<file path="config.mk">
export PLATFORM = sky130hd
export DESIGN_NAME = wb_demux
export DESIGN_NICKNAME = d
export VERILOG_FILES = /design/src/rtl/wb_demux_pkg.sv /design/src/rtl/wb_demux_slot.sv /design/src/rtl/wb_demux.sv
export SDC_FILE = /design/constraint.sdc
export NUM_CORES = 1
export LEC_CHECK = 0
export CAP_MARGIN = 10
export CORE_ASPECT_RATIO = 1.75
export CORE_UTILIZATION = 45
export CTS_BUF_LIST = sky130_fd_sc_hd__clkbuf_4 sky130_fd_sc_hd__clkbuf_8
export DETAILED_ROUTE_END_ITERATION = 8
export PLACE_DENSITY = 0.81
export SYNTH_ARGS = -nofsm -noshare
export SYNTH_HDL_FRONTEND = slang
export SYNTH_SLANG_ARGS = --single-unit
</file>
<file path="constraint.sdc">
create_clock -name clk -period 3.7 [get_ports clk]
set_clock_uncertainty 0.15 [all_clocks]
set_input_delay 0.74 -clock clk [delete_from_list [all_inputs] [get_ports clk]]
set_output_delay 0.74 -clock clk [all_outputs]
set_load 0.1 [all_outputs]
</file>
<file path="src/rtl/wb_demux_pkg.sv">
// Shared widths, port-select encodings and the write-request record for wb_demux.
package wb_demux_pkg;

  localparam int ADDR_W    = 5;
  localparam int DATA_W    = 32;
  localparam int NUM_PORTS = 2;

  localparam logic SEL_PORT0 = 1'b0;
  localparam logic SEL_PORT1 = 1'b1;

  typedef struct packed {
    logic [ADDR_W-1:0] addr;
    logic [DATA_W-1:0] data;
  } wr_req_t;

  function automatic logic is_zero_addr(input logic [ADDR_W-1:0] a);
    return (a == '0);
  endfunction

endpackage

</file>
<file path="src/rtl/wb_demux_slot.sv">
// One output slot: a valid flag plus the buffered address/data of a single write.
module wb_demux_slot
  import wb_demux_pkg::*;
(
  input  logic              clk,
  input  logic              reset,
  input  logic              i_load,
  input  logic              i_drain,
  input  logic [ADDR_W-1:0] i_addr,
  input  logic [DATA_W-1:0] i_data,
  output logic              o_valid,
  output logic [ADDR_W-1:0] o_addr,
  output logic [DATA_W-1:0] o_data
);

  logic              r_valid;
  logic [ADDR_W-1:0] r_addr;
  logic [DATA_W-1:0] r_data;

  // Load wins over drain so a same-edge drain+refill keeps the slot full.
  always_ff @(posedge clk or posedge reset) begin
    if (reset) begin
      r_valid <= 1'b0;
      r_addr  <= '0;
      r_data  <= '0;
    end else if (i_load) begin
      r_valid <= 1'b1;
      r_addr  <= i_addr;
      r_data  <= i_data;
    end else if (i_drain) begin
      r_valid <= 1'b0;
    end
  end

  assign o_valid = r_valid;
  assign o_addr  = r_addr;
  assign o_data  = r_data;

endmodule

</file>
<file path="src/rtl/wb_demux.sv">
// One-to-two write demux with a single-entry slot per output port.
// Build option: WB_DEMUX_ZERO_DROP_EN discards address-0 writes instead of delivering them.
module wb_demux
  import wb_demux_pkg::*;
(
  input  logic              clk,
  input  logic              reset,
  input  logic              in_valid,
  output logic              in_ready,
  input  logic              in_sel,
  input  logic [ADDR_W-1:0] in_addr,
  input  logic [DATA_W-1:0] in_data,
  output logic              out0_valid,
  input  logic              out0_ready,
  output logic [ADDR_W-1:0] out0_addr,
  output logic [DATA_W-1:0] out0_data,
  output logic              out1_valid,
  input  logic              out1_ready,
  output logic [ADDR_W-1:0] out1_addr,
  output logic [DATA_W-1:0] out1_data
);

  logic [NUM_PORTS-1:0] w_slot_valid;
  logic [NUM_PORTS-1:0] w_out_ready;
  logic [NUM_PORTS-1:0] w_slot_ready;
  logic [NUM_PORTS-1:0] w_load;
  logic [NUM_PORTS-1:0] w_drain;
  logic                 w_sel_ready;
  logic                 w_drop;
  logic                 w_accept;
  wr_req_t              w_req;

  assign w_out_ready  = {out1_ready, out0_ready};
  // A slot can take a new write if empty or being emptied on this edge.
  assign w_slot_ready = ~w_slot_valid | w_out_ready;
  assign w_sel_ready  = w_slot_ready[in_sel];

`ifdef WB_DEMUX_ZERO_DROP_EN
  assign w_drop = in_valid & is_zero_addr(in_addr);
`else
  assign w_drop = 1'b0;
`endif

  assign in_ready = w_sel_ready | w_drop;
  assign w_accept = in_valid & in_ready & ~w_drop;

  assign w_load[0] = w_accept & (in_sel == SEL_PORT0);
  assign w_load[1] = w_accept & (in_sel == SEL_PORT1);
  assign w_drain   = w_slot_valid & w_out_ready;

  assign w_req = '{addr: in_addr, data: in_data};

  wb_demux_slot u_slot0 (
    .clk     (clk),
    .reset   (reset),
    .i_load  (w_load[0]),
    .i_drain (w_drain[0]),
    .i_addr  (w_req.addr),
    .i_data  (w_req.data),
    .o_valid (w_slot_valid[0]),
    .o_addr  (out0_addr),
    .o_data  (out0_data)
  );

  wb_demux_slot u_slot1 (
    .clk     (clk),
    .reset   (reset),
    .i_load  (w_load[1]),
    .i_drain (w_drain[1]),
    .i_addr  (w_req.addr),
    .i_data  (w_req.data),
    .o_valid (w_slot_valid[1]),
    .o_addr  (out1_addr),
    .o_data  (out1_data)
  );

  assign out0_valid = w_slot_valid[0];
  assign out1_valid = w_slot_valid[1];

endmodule

</file>
==> impl_metrics.tcl <==
set metrics [dict create \
    timing.critical_path.required_ps 2810 \
    synthMuxAreaShare_pct 33.3 \
    detail_route.first_pass.iterations 3 \
    final-hold-violation-count 0 \
    synth_seq_area_share_pct 59.8 \
    totalPowerFinal_mw 3.56 \
    rsz0062_at_grt "no" \
    postRouteWirelength_um 6350 \
    first_global_vias 2019 \
    setup-tns-final_ps 0 \
    syn_area_per_cell_um2 18.9 \
    hpwl_um 4510 \
    start_kind "input pin" \
    synth_cell_types 15 \
    clock_tree.htree_level_count 3 \
    number_of_antenna_violations_at_the_first_check_in_global_routing 0 \
    tritoncts_num_sinks 76 \
    count_of_antenna_diodes_in_the_layout 0 \
    fin_crit_ps 2790 \
    cellLeakagePower_nw 2.05 \
    drt_iter0_markers 68 \
    maximum_number_of_pins_on_one_net_before_global_route_repair 50 \
    critical_path_peak_fanout 3 \
    combinational_family_with_the_most_area_after_synthesis "multiplexers" \
    tritoncts "done" \
    cts.reportedPaths.clkPinSlew_ps 70 \
    drc 0 \
    yosys_register_bits 76 \
    dr_total_vias 1851 \
    syn-cell-area_mm2 0.00318 \
    floorplan.die_area_mm2 0.00742 \
    cts_root_buffer "clkbuf_8" \
    outcome "complete, no violations" \
    post_synth_xor_area_fraction_pct 0 \
    cts-buffers-inserted 9 \
    max_cap_violations 0 \
    grt_overflow_total 0 \
    vdd_drop_max_mv 0.580 \
    synthesis_warnings 0 \
    maxSlewHeadroom_pct 32.9 \
    layout-area-overhead-vs-synth_pct 45.2 \
    crit_type "input pin to primary output" \
    floorplan.die.height_um 113 \
    timing_worst_slew_pin_value_ps 1000 \
    critical_path.endpoint_type "primary output" \
    power.density_cell_area_mw_per_mm2 770 \
    die_width_um 65.6 \
    hold_class "flop to flop" \
    synth_area_in_compound_gates_pct 0.315 \
    portBuffers 119 \
    hold_buffers 0 \
    floorplan.core_area_mm2 0.00686 \
    clk_path_buf_depth 2 \
    fill_cells 502 \
    max_clock_freq_mhz 358 \
    drtAntennaViolNets 0 \
    grt_first_pass_wirelength_um 10300 \
    min_path_cells 1 \
    timing.reg2reg.worst_path_depth 4 \
    postCtsResizedCells 0 \
    synth_adder_area_share_pct 0 \
    cp_data_arrival_time_ps 1900 \
    setup_viol_count_final 0 \
    drt-wirelength-per-cell_um 16.5 \
    ports_placed_on_the_boundary 120 \
    synth.net_count 211 \
    post_synthesis_simple_gate_area_fraction_pct 2.24 \
    worst_skew_pair.late_latency_ps 340 \
    row_count 40 \
    fin_crit_sh_pct 75.4 \
    cts_setup_buffers 0 \
    grt.total_usage_pct 18.8 \
    initial_utilization_pct 46.4 \
    postSynthCellCount 168 \
    route.detailed.vias_per_inst 4.82 \
    final_layout_size_suffix_gt1_share_pct 34.7 \
    nets 338 \
    report.final.slew_viol_count 0 \
    last_weighted_congestion_value_of_the_routability_driven_placer 0.748 \
]
[cell families (layout without fill, tap and decap cells)]
family	count (synthesis)	count (layout)
compound gates	2	2
buf+inv	9	141
flops	76	76
mux	74	74
simple gates	7	7
[layout by cell type, fill, tap and decap left out, drive strengths merged]
master         synthesis  routed
nand2b                 2       2
inv                    2       2
clkinv                 0       2
bufinv                 0       2
dfrtp                 76      76
nor3b                  1       1
buf                    7       8
nand2                  1       1
mux2                  74      74
o21ai                  1       1
clkdlybuf4s50          0     115
a21oi                  1       1
clkbuf                 0      12
and2b                  1       1
nor2                   2       2
[Yosys cell counts (all sizes together)]
cell	n	area share (%)
a21oi	1	0.16
and2b	1	0.28
buf	7	4.1
dfrtp	76	60
inv	2	0.24
mux2	74	33
nand2	1	0.20
nand2b	2	0.63
nor2	2	0.75
nor3b	1	0.39
o21ai	1	0.16
[path summary, 6_finish.rpt]
path	from	to	slack, ps
min reg2reg	u_slot0.o_addr[4]	u_slot0.o_addr[4]	360
max	out1_ready	in_ready	910
max reg2reg	u_slot1.o_valid	u_slot1.o_addr[2]	1750
min in group asynchronous	reset	u_slot0.o_addr[2]	640
min	u_slot0.o_addr[4]	u_slot0.o_addr[4]	360
max in group asynchronous	reset	u_slot1.o_data[19]	2100
[report_power, final]
part,internal (mW),total (mW),switching [mW]
clock network,0.433,0.715,0.282
logic,0.478,1.78,1.30
registers,0.980,1.07,0.0863
total,1.89,3.56,1.67
[worst max-delay path, cell delays in order]
cell and delay (ps):
clkdlybuf4s50_1 440, and2b_2 260, a21oi_1 160, buf_4 300
[sequential cells by signal (all words and copies together) (netlist names)]
| signal | cells |
|---|---|
| u_slot0.o_addr | 5 |
| u_slot0.o_data | 32 |
| u_slot0.o_valid | 1 |
| u_slot1.o_addr | 5 |
| u_slot1.o_data | 32 |
| u_slot1.o_valid | 1 |
[final cells by class]
type	instances	area (um2)	area share, %
Sequential cell	76	1900	41.2
Timing Repair Buffer	123	1220	26.5
Multi-Input combinational cell	83	1150	24.8
Clock buffer	12	165	3.58
Tap cell	84	105	2.28
Clock inverter	4	70.1	1.52
Inverter	2	7.51	0.163
[metal layers]
| layer | track usage [%] | share of wire (%) | up-vias |
|---|---|---|---|
| met5 | 0 | 0 | - |
| met4 | 9.13 | 1.9 | 0 |
| met3 | 4.03 | 4.4 | 7 |
| met2 | 30.9 | 53 | 70 |
| met1 | 23.1 | 40 | 933 |
| li1 | - | - | 841 |
[stage by stage]
| stage | util (%) | area [um2] | hold slack, ps | cells | setup slack (ps) |
|---|---|---|---|---|---|
| final | 67.4 | 4620 | 357 | 384 | 909 |
| after global routing | 67.4 | 4620 | 374 | 384 | 860 |
| after CTS | 67.4 | 4620 | 361 | 384 | 906 |
| after detailed placement | 63.9 | 4380 | 342 | 368 | 871 |
| after global placement | 63.9 | 4380 | 340 | 368 | 914 |
| after floorplan | - | 3180 | 698 | 168 | 159 |
Power figures use the tool's default switching activity.
